File: src/rtl/ofdm_delay_corr_if.sv
// Sample-in / correlation-out bundle for ofdm_delay_corr.
// opow exists only when DELAY_CORR_POWER_EN is defined.
interface ofdm_delay_corr_if #(
  parameter int pIDAT_W = 12,
  parameter int pODAT_W = 24
);
  logic                      ival;
  logic signed [pIDAT_W-1:0] idat_re;
  logic signed [pIDAT_W-1:0] idat_im;
  logic                      oval;
  logic signed [pODAT_W-1:0] odat_re;
  logic signed [pODAT_W-1:0] odat_im;
`ifdef DELAY_CORR_POWER_EN
  logic        [pODAT_W-1:0] opow;

  modport master (output ival, idat_re, idat_im, input oval, odat_re, odat_im, opow);
  modport slave  (input ival, idat_re, idat_im, output oval, odat_re, odat_im, opow);
`else
  modport master (output ival, idat_re, idat_im, input oval, odat_re, odat_im);
  modport slave  (input ival, idat_re, idat_im, output oval, odat_re, odat_im);
`endif
endinterface

File: src/rtl/ofdm_delay_corr.sv
// Sliding delay-and-correlate R[n] = sum x[n-k]*conj(x[n-k-pDELAY]) over pWIN lags.
// Optional feature macro DELAY_CORR_POWER_EN adds opow = moving sum of |x[n-D]|^2.
module ofdm_delay_corr #(
  parameter int pIDAT_W = 12,
  parameter int pDELAY  = 16,
  parameter int pWIN    = 16,
  parameter int pODAT_W = 24,
  parameter int pSHIFT  = 5
) (
  input logic             iclk,
  input logic             ireset,
  input logic             iclkena,
  ofdm_delay_corr_if.slave bus
);

  localparam int PW    = 2*pIDAT_W + 1;
  localparam int AW    = PW + $clog2(pWIN);
  localparam int PRIME = pDELAY + pWIN - 1;
  localparam int CW    = $clog2(PRIME + 1);
  localparam int DW    = (pDELAY > 1) ? $clog2(pDELAY) : 1;
  localparam int WW    = $clog2(pWIN);

  localparam logic signed [AW-1:0] OMAX = AW'((longint'(1) <<< (pODAT_W-1)) - 1);
  localparam logic signed [AW-1:0] OMIN = -OMAX - AW'(1);

  function automatic logic [pODAT_W-1:0] sat_s(input logic signed [AW-1:0] v);
    logic signed [AW-1:0] s;
    s = v >>> pSHIFT;
    if (s > OMAX)      return {1'b0, {(pODAT_W-1){1'b1}}};
    else if (s < OMIN) return {1'b1, {(pODAT_W-1){1'b0}}};
    else               return s[pODAT_W-1:0];
  endfunction

  // S1: delay line and sample registers
  logic signed [pIDAT_W-1:0] dly_re [pDELAY];
  logic signed [pIDAT_W-1:0] dly_im [pDELAY];
  logic [DW-1:0]             dptr;
  logic [CW-1:0]             cnt;
  logic signed [pIDAT_W-1:0] a_re, a_im, b_re, b_im;
  logic                      v1, z1, pr1;

  always_ff @(posedge iclk) begin
    if (ireset) begin
      for (int i = 0; i < pDELAY; i++) begin
        dly_re[i] <= '0;
        dly_im[i] <= '0;
      end
      dptr <= '0;
      cnt  <= '0;
      a_re <= '0;
      a_im <= '0;
      b_re <= '0;
      b_im <= '0;
      v1   <= 1'b0;
      z1   <= 1'b0;
      pr1  <= 1'b0;
    end else if (iclkena) begin
      v1 <= bus.ival;
      if (bus.ival) begin
        a_re         <= bus.idat_re;
        a_im         <= bus.idat_im;
        b_re         <= dly_re[dptr];
        b_im         <= dly_im[dptr];
        dly_re[dptr] <= bus.idat_re;
        dly_im[dptr] <= bus.idat_im;
        dptr         <= (dptr == DW'(pDELAY-1)) ? '0 : dptr + DW'(1);
        z1           <= (cnt < CW'(pDELAY));
        pr1          <= (cnt == CW'(PRIME));
        if (cnt != CW'(PRIME)) cnt <= cnt + CW'(1);
      end
    end
  end

  // S2: conjugate product, full precision
  logic signed [PW-1:0] p_re, p_im;
  logic                 v2, pr2;

  always_ff @(posedge iclk) begin
    if (ireset) begin
      p_re <= '0;
      p_im <= '0;
      v2   <= 1'b0;
      pr2  <= 1'b0;
    end else if (iclkena) begin
      v2  <= v1;
      pr2 <= pr1;
      if (v1) begin
        if (z1) begin
          p_re <= '0;
          p_im <= '0;
        end else begin
          p_re <= PW'(a_re) * PW'(b_re) + PW'(a_im) * PW'(b_im);
          p_im <= PW'(a_im) * PW'(b_re) - PW'(a_re) * PW'(b_im);
        end
      end
    end
  end

  // S3: moving sum via product history; output is the updated sum
  logic signed [PW-1:0] pb_re [pWIN];
  logic signed [PW-1:0] pb_im [pWIN];
  logic [WW-1:0]        wptr;
  logic signed [AW-1:0] acc_re, acc_im, nacc_re, nacc_im;

  always_comb begin
    nacc_re = acc_re + AW'(p_re) - AW'(pb_re[wptr]);
    nacc_im = acc_im + AW'(p_im) - AW'(pb_im[wptr]);
  end

  always_ff @(posedge iclk) begin
    if (ireset) begin
      for (int i = 0; i < pWIN; i++) begin
        pb_re[i] <= '0;
        pb_im[i] <= '0;
      end
      wptr        <= '0;
      acc_re      <= '0;
      acc_im      <= '0;
      bus.oval    <= 1'b0;
      bus.odat_re <= '0;
      bus.odat_im <= '0;
    end else if (iclkena) begin
      bus.oval <= v2 & pr2;
      if (v2) begin
        pb_re[wptr] <= p_re;
        pb_im[wptr] <= p_im;
        wptr        <= wptr + WW'(1);
        acc_re      <= nacc_re;
        acc_im      <= nacc_im;
        bus.odat_re <= sat_s(nacc_re);
        bus.odat_im <= sat_s(nacc_im);
      end
    end
  end

`ifdef DELAY_CORR_POWER_EN
  localparam logic [AW-1:0] UMAX = AW'((longint'(1) << pODAT_W) - 1);

  function automatic logic [pODAT_W-1:0] sat_u(input logic [AW-1:0] v);
    logic [AW-1:0] s;
    s = v >> pSHIFT;
    if (s > UMAX) return {pODAT_W{1'b1}};
    else          return s[pODAT_W-1:0];
  endfunction

  logic [PW-1:0] pw;
  logic [PW-1:0] pb_pw [pWIN];
  logic [AW-1:0] acc_pw, nacc_pw;

  always_ff @(posedge iclk) begin
    if (ireset) begin
      pw <= '0;
    end else if (iclkena && v1) begin
      pw <= z1 ? '0 : PW'(PW'(b_re) * PW'(b_re) + PW'(b_im) * PW'(b_im));
    end
  end

  // Result is never negative, so unsigned wrap of the add/subtract is exact.
  always_comb nacc_pw = acc_pw + AW'(pw) - AW'(pb_pw[wptr]);

  always_ff @(posedge iclk) begin
    if (ireset) begin
      for (int i = 0; i < pWIN; i++) pb_pw[i] <= '0;
      acc_pw   <= '0;
      bus.opow <= '0;
    end else if (iclkena && v2) begin
      pb_pw[wptr] <= pw;
      acc_pw      <= nacc_pw;
      bus.opow    <= sat_u(nacc_pw);
    end
  end
`endif

endmodule
File: src/flat_wrapper.sv
// flat-port wrapper written by rule: the top's interface ports become plain ports
module ofdm_delay_corr_flat 
#(
  parameter int pIDAT_W = 12,
  parameter int pDELAY  = 16,
  parameter int pWIN    = 16,
  parameter int pODAT_W = 24,
  parameter int pSHIFT  = 5
)
  (iclk, ireset, iclkena, bus_ival, bus_idat_re, bus_idat_im, bus_oval, bus_odat_re, bus_odat_im);
  ofdm_delay_corr_if #(.pIDAT_W(pIDAT_W), .pODAT_W(pODAT_W)) bus_i ();
  input logic iclk;
  input logic ireset;
  input logic iclkena;
  input wire logic [$bits(bus_i.ival)-1:0] bus_ival;
  input wire logic [$bits(bus_i.idat_re)-1:0] bus_idat_re;
  input wire logic [$bits(bus_i.idat_im)-1:0] bus_idat_im;
  output wire logic [$bits(bus_i.oval)-1:0] bus_oval;
  output wire logic [$bits(bus_i.odat_re)-1:0] bus_odat_re;
  output wire logic [$bits(bus_i.odat_im)-1:0] bus_odat_im;
  assign bus_i.ival = bus_ival;
  assign bus_i.idat_re = bus_idat_re;
  assign bus_i.idat_im = bus_idat_im;
  assign bus_oval = bus_i.oval;
  assign bus_odat_re = bus_i.odat_re;
  assign bus_odat_im = bus_i.odat_im;
  ofdm_delay_corr #(.pIDAT_W(pIDAT_W), .pDELAY(pDELAY), .pWIN(pWIN), .pODAT_W(pODAT_W), .pSHIFT(pSHIFT)) u_core (.iclk(iclk), .ireset(ireset), .iclkena(iclkena), .bus(bus_i));
endmodule
File: config.mk
export PLATFORM = sky130hd
export DESIGN_NAME = ofdm_delay_corr_flat
export DESIGN_NICKNAME = d
export VERILOG_FILES = /design/src/rtl/ofdm_delay_corr_if.sv /design/src/rtl/ofdm_delay_corr.sv /design/src/flat_wrapper.sv
export SDC_FILE = /design/constraint.sdc
export NUM_CORES = 2
export LEC_CHECK = 0
export CAP_MARGIN = 15
export CORE_MARGIN = 8
export CORE_UTILIZATION = 25
export CTS_BUF_LIST = sky130_fd_sc_hd__clkbuf_8
export DETAILED_ROUTE_END_ITERATION = 12
export PLACE_DENSITY = 0.46
export SLEW_MARGIN = 5
export SYNTH_ARGS = -nofsm -noshare
export SYNTH_HDL_FRONTEND = slang
export SYNTH_SLANG_ARGS = --single-unit
export TNS_END_PERCENT = 10
File: constraint.sdc
create_clock -name iclk -period 8.8 [get_ports iclk]
set_input_delay 1.32 -clock iclk [delete_from_list [all_inputs] [get_ports iclk]]
set_output_delay 1.32 -clock iclk [all_outputs]
set_load 0.02 [all_outputs]
Word-level counts from Yosys, hierarchy flattened:

Memory sizes are Yosys's and may differ from the RTL's. A register that Yosys moved wholly into a read port is not among the register bits.
Index checks and enable logic that the tools add are counted.

* bits in writable memories: 1184
* input port bits: 28
* ROM bits: 0
* memories: 4
* output and inout port bits: 49
* bits in registers: 199
* logic and storage cells: 84
* bits in latches: 0

* shifts and indexed selects: 0
* $lt $le $gt $ge: 5
* $add $sub $neg: 9
* multiplexer cells: 33
* equal/unequal tests: 3
* bitwise gates (word level): 1
* multipliers: 4
* reductions and logical operators: 8
* divide/modulo/power cells: 0

Memories
* u_core.pb_im: words 16, width 25, read ports 1, clocked after memory_dff 1, write ports 16, RTL line ofdm_delay_corr.sv:101 `logic signed [PW-1:0] pb_im [pWIN];`
* u_core.pb_re: words 16, width 25, read ports 1, clocked after memory_dff 1, write ports 16, RTL line ofdm_delay_corr.sv:100 `logic signed [PW-1:0] pb_re [pWIN];`
* u_core.dly_im: words 16, width 12, read ports 1, clocked after memory_dff 1, write ports 16, RTL line ofdm_delay_corr.sv:36 `logic signed [pIDAT_W-1:0] dly_im [pDELAY];`
* u_core.dly_re: words 16, width 12, read ports 1, clocked after memory_dff 1, write ports 16, RTL line ofdm_delay_corr.sv:35 `logic signed [pIDAT_W-1:0] dly_re [pDELAY];`

Operators with widths (number)
* 25-bit 2-to-1 mux: 4
* 12-bit by 12-bit multiplier with 24-bit output: 4
* 24-bit 2-to-1 mux: 4
* 29-bit by 25-bit adder with 29-bit output: 2
* 29-bit by 25-bit subtractor with 29-bit output: 2
* 25-bit OR reduction: 2
* 24-bit greater-than comparator, second input constant: 2
* 24-bit < comparator, second input constant: 2
* 4-bit 2-to-1 mux: 9
* 25-bit adder: 1
* 25-bit subtractor: 1
* 12-bit 2-to-1 mux: 2
* 12-bit OR reduction: 2
* 1-bit 2-to-1 mux: 14
* 4-bit by 1-bit adder with 4-bit output, second input constant: 2
* 2-bit AND reduction: 3
* 5-bit by 1-bit adder with 5-bit output, second input constant: 1
* 5-bit == test, second input constant: 1
* 5-bit < comparator, second input constant: 1
* 5-bit inequality test, second input constant: 1
* 4-bit == test, second input constant: 1
* 3-bit AND reduction: 1
* 1-bit AND: 1

Depth between registers and ports, before layout:

* depth after elaboration: 6
* gate-level depth with buffers: 33
* depth with buffers taken out: 31

Worst setup path before layout:

Ideal clock, no wire load.

* path kind: register -> register
* start: register u_core.a_re[11]
* end: register u_core.p_re[22]
* path buffers: 2
* arrival time: 6.802 ns
* setup slack: 1.882 ns
* cell stages (with the launch flop): 31
* required time: 8.683 ns
* setup time: 0.117 ns
* period minus slack after synthesis: 6.918 ns
* cells stage by stage: dfxtp_1 clkbuf_1 clkbuf_1 nand2_1 inv_1 fa_1 inv_1 fa_1 fa_1 inv_1 fa_1 inv_1 fa_1 inv_1 ha_1 or2_2 a21oi_1 a21oi_1 a21o_1 a21oi_1 xnor2_1 ha_1 a21o_1 a21o_1 a2111o_1 o21ai_0 o21ai_0 a21o_1 a21oi_1 xnor2_1 a22o_1

* cells in the longest elaborated chain, start to end: 3

RTL lines
* start, declared: RTL line ofdm_delay_corr.sv:39 `logic signed [pIDAT_W-1:0] a_re, a_im, b_re, b_im;`
* start signal, assigned: RTL line ofdm_delay_corr.sv:60 `a_re <= bus.idat_re;`
* 12-bit by 12-bit multiplier with 24-bit output: RTL line ofdm_delay_corr.sv:92 `p_re <= PW'(a_re) * PW'(b_re) + PW'(a_im) * PW'(b_im);`
* 25-bit adder: RTL line ofdm_delay_corr.sv:92
* 25-bit 2-to-1 mux: RTL line ofdm_delay_corr.sv:88 `if (z1) begin`
* end signal, assigned: RTL line ofdm_delay_corr.sv:92
* end, declared: RTL line ofdm_delay_corr.sv:75 `logic signed [PW-1:0] p_re, p_im;`

Every way passes these cells.
A chain may end at the register's enable or synchronous reset.

Final worst setup path:

* start: register u_core.a_re[9]
* end: register u_core.p_re[22]

The elaborated chain is that of the path after synthesis.

==> results summary <==
The flow ran to the end, and the final reports show no timing, DRC or antenna violations. The switching portion of total power came out at 0.268. IR analysis of the VDD net gives a maximum drop of between 100 and 150 uV.

Summed over all layers, the routed wires come to 267 mm. The filler cells instantiated in the layout total roughly 36000. The worst register-to-register path has a setup slack of 0.98 ns.

The height of the chip came out at approximately 610 um. After routing the design area is 99700 sq um. The worst setup path is of the reg -> reg kind. The worst register-to-register path begins at u_core.a_re[9]. The x dimension of the die came out at 611 um. The endpoint required time on the critical path is 9.58 ns. The I/O pin count is between 70 and 80. The worst slew slack as a fraction of its limit came out at 0.202. Overall power consumption after layout is estimated at 15.5 mW.

For hold timing, the worst endpoint is u_core.bus.odat_re[14]. The clock latency on the worst-skew pair came out at 0.95 ns. Ranked by total cell area, the synthesized netlist is headed by edfxtp_1 (40%), fa_1 (14%), mux4_2 (9.4%), and3_1 (6.5%), dfxtp_1 (5.1%). The total grt overflow came out at 0. The first-pass GRT wire length is roughly 400 mm.

The most used flip-flop cell after synthesis is edfxtp_1. The count of endpoints failing hold in the final timing report is 0. The final max-slew violation count came to 0. The effective utilization at floorplan came out at 0.251. The number of buffers and inverters on the critical path came out at 5.

Setup violations remaining at the end of the flow were counted as 0. The highest fanout seen on the critical path came out at 14. The uppermost layer routed is met5. The total met3 wirelength after detailed routing came out at 14.2 mm.

The layout overhead on the synthesized area is 12.5%. The net switching power of the design came out at about 4.2 mW. The setup TNS came out at 0 ns.

The number of cell rows is 218. The share of total power in sequential cells is 0.491. The analysis attributes to cell leakage a power of 42.7 nW. The worst register-to-register path ends at u_core.p_re[22].

The share of the clock period used by the worst path is 0.889. The share of synthesized area occupied by flip-flops and latches came out at 0.452. The depth of the most critical reg-to-reg path is 27. Timing would allow up to ~130 MHz. The clock arrives with between 0.1 and 0.15 ns of skew. The unique cell type count in the Yosys netlist is 75. The mean number of vias per cell is roughly 4.6. The level count of the clock H-tree came out at 5.

After detailed routing, the number of remaining DRC violations is 0. The placer's final routability congestion estimate came out at 0.797. The number of optimization iterations in the first detailed-route pass came out at 6.

The TritonCTS clock tree is built. The number of sinks handled by clock tree synthesis came out at around 1400. The overall routing resource usage came out at 0.141. The number of flops mapped to enable cells by yosys is roughly 1200.

A synthesized cell averages between 10 and 15 sq um. The number of vias after detailed routing came out at roughly 57000. The arrival time reported for the critical path endpoint came out at 8.60 ns. The amount of wire on met2 after detailed routing is approximately 130 mm. The final critical-path setup slack is 0.979 ns. After clock tree synthesis, the clock-pin slew on the worst setup and hold paths is roughly 0.060 ns. Among the stages of the critical path, the cell type that occurs most often is fa_1. The routed metal-1 wirelength is roughly 120 mm. The count of buffers added on input and output ports is 76. For this run, the post-layout net count is around 8300. STA classifies the critical path startpoint as a register. After clock tree synthesis, the setup repair step added 0 buffers. The yosys synthesis warning count came out at 0. Setup repair after global routing left no endpoint under its margin. The fraction of power consumed by the clock network came out at 0.399.

The critical path's top delay family is adder cells. The slowest stage of the critical path belongs to the cell dfxtp_1. Counting flops and latches in the post-synthesis netlist gives ~1400.

The largest incremental delay on the critical path is between 0.8 and 0.9 ns. The number of maximum-capacitance violations came out at 0. The combinational fraction of design power is 0.111. The actual slew at the worst max-slew pin came out at around 1.2 ns. OpenSTA, run right after detailed placement, puts the worst setup slack at a little over 1 ns. The number of stages on the worst hold path came out at 2. The via count of the first global-routing pass is roughly 60000.

The largest net degree at the start of global routing is 109. The share of synthesized area in the top cell type comes to 0.401. The clock period minus final worst setup slack came out at slightly below 8 ns.

The kind of end point of the critical path is a register. The initial antenna violation count is 12. The worst hold path begins at u_core.bus.odat_re[14].

In this run the standard cell core region covers 353000 sq um. Gates resized during post-CTS repair numbered 0. The full die area came out at ~370000 sq um. The power per standard cell area is 156 nW/um^2. The cell at the root of the clock tree is clkbuf_8. The clock passes through at most 4 buffers.

The number of clock buffers inserted by TritonCTS is approximately 270. The minimum hold slack came out at roughly 0.44 ns. After synthesis the cells add up to between 80000 and 90000 sq um. The count of hold-fix buffers inserted at cts is 0. The DRC violation total after the first TritonRoute iteration is 4262. The total half-perimeter wirelength after legalization and detailed placement came out at approximately 170 mm.

The layout cell share with drive strength beyond 1 came out at 0.123. The number of nets with antenna violations after detailed routing came out at 0. The net count after synthesis came out at 8318. The routed length per instance is roughly 22 um. The internal portion of the total power is around 11 mW. The post-detailed-placement cell area is about 95000 sq um.

The fraction of registers with async set/reset is 0. The biggest area contributor in the post-synthesis netlist is edfxtp_1. The post-synthesis instance total is 7360. The worst hold path belongs to the class reg -> reg.
==> cells in the final DEF, fill, tap and decap left out, drive strengths merged, types with 48 or more instances in the layout <==
cell | synthesis | layout
mux4 | 370 | 370
xor2 | 48 | 48
a21o | 77 | 77
xnor2 | 141 | 141
clkbuf | 503 | 290
clkdlybuf4s50 | 0 | 75
o21ai | 60 | 60
buf | 46 | 156
edfxtp | 1184 | 1184
fa | 610 | 610
nand2 | 646 | 646
ha | 320 | 320
and2 | 478 | 478
and3 | 914 | 914
a21oi | 236 | 236
inv | 900 | 997
clkinv | 2 | 57
dfxtp | 227 | 227
nor2 | 181 | 181
==> flip-flops by register name, summed over array words and instances (netlist names), 4 cells and up, named ones only <==
| register | flops |
|---|---|
| u_core.acc_im | 29 |
| u_core.wptr | 4 |
| u_core.cnt | 5 |
| u_core.dly_im | 192 |
| u_core.dly_re | 192 |
| u_core.b_im | 12 |
| u_core.a_im | 12 |
| u_core.a_re | 12 |
| u_core.acc_re | 29 |
| u_core.pb_im | 400 |
| u_core.p_im | 25 |
| u_core.bus.odat_re | 24 |
| u_core.pb_re | 400 |
| u_core.b_re | 12 |
| u_core.dptr | 4 |
| u_core.p_re | 25 |
| u_core.bus.odat_im | 24 |
==> cell type report <==
cell class / instances / area (sq um) / share of cell area
multi-input combinational: 4498 / 43300 / 0.434
sequential: 1411 / 40100 / 0.403
tap: 4730 / 5920 / 0.0594
clock buffer: 289 / 3980 / 0.0399
inverter: 902 / 3390 / 0.0340
timing repair buffer: 232 / 2000 / 0.0200
clock inverter: 172 / 960 / 0.00963
antenna: 3 / 7.51 / 0.0000753
==> worst reg2reg max path, stage by stage, from the launching register on <==
cell and delay [ns]:
dfxtp_1 0.83, buf_4 0.31, and2_1 0.17, fa_1 0.41, inv_1 0.08, fa_1 0.45, fa_1 0.52, inv_1 0.06
fa_1 0.53, inv_1 0.05, fa_1 0.47, inv_1 0.04, ha_1 0.30, or2_2 0.31, a21oi_1 0.15, a21oi_1 0.09
and4_1 0.23, o31a_1 0.29, o21a_1 0.21, nor2_1 0.33, ha_1 0.35, a2111o_1 0.37, o21ai_0 0.26, o21ai_0 0.22
a21o_1 0.22, a21oi_1 0.17, xnor2_1 0.09, a22o_1 0.20
==> logic make-up after synthesis <==
| logic type | share of synthesized area |
|---|---|
| compound gates | 0.0418 |
| xor+xnor | 0.0187 |
| fa+ha+maj | 0.183 |
| buf+inv | 0.0617 |
| flops | 0.452 |
| mux | 0.0947 |
| simple gates | 0.148 |
==> cells in the mapped netlist, drive strengths merged, types with 48 or more instances <==
library cell / number
fa: 610
o21ai: 60
xnor2: 141
xor2: 48
nand2: 646
edfxtp: 1184
a21oi: 236
inv: 900
mux4: 370
a21o: 77
ha: 320
dfxtp: 227
clkbuf: 503
nor2: 181
and2: 478
and3: 914
==> per-layer routing <==
metal	GRT usage	vias to the layer above
li1	-	25300
met1	0.185	29500
met2	0.243	1395
met3	0.0231	359
met4	0.0308	14
met5	0	-
==> power by group through the flow <==
| stage | clock, mW | sequential, mW | combinational [mW] |
|---|---|---|---|
| 3_5_place_dp | 0 | 7.76 | 1.74 |
| 5_1_grt | 6.64 | 7.64 | 1.89 |
| 3_3_place_gp | 0 | 7.74 | 1.73 |
| 2_1_floorplan | 0 | 7.67 | 1.17 |
| 6_report | 6.19 | 7.62 | 1.72 |
| 4_1_cts | 6.38 | 7.62 | 1.75 |
==> worst max path at each step <==
stage / from / end / slack (ns) / depth (start not counted)
finish: u_core.a_re[9] / u_core.p_re[22] / 0.98 / 27
global route: u_core.b_im[0] / u_core.p_re[22] / 0.62 / 28
CTS: u_core.a_re[9] / u_core.p_re[22] / 1.01 / 27
detailed placement: u_core.a_re[9] / u_core.p_re[22] / 1.01 / 27
global placement: u_core.a_re[9] / u_core.p_re[22] / 1.05 / 28
floorplan: u_core.a_re[11] / u_core.p_re[22] / 1.88 / 30
==> per-stage QoR <==
stage                     instances  utilization
after floorplan                7360            -
after global placement        11800        0.269
after detailed placement      11800        0.269
after CTS                     12200        0.283
after global routing          12200        0.283
final                         12200        0.283
(Power assumes the default switching activity.)
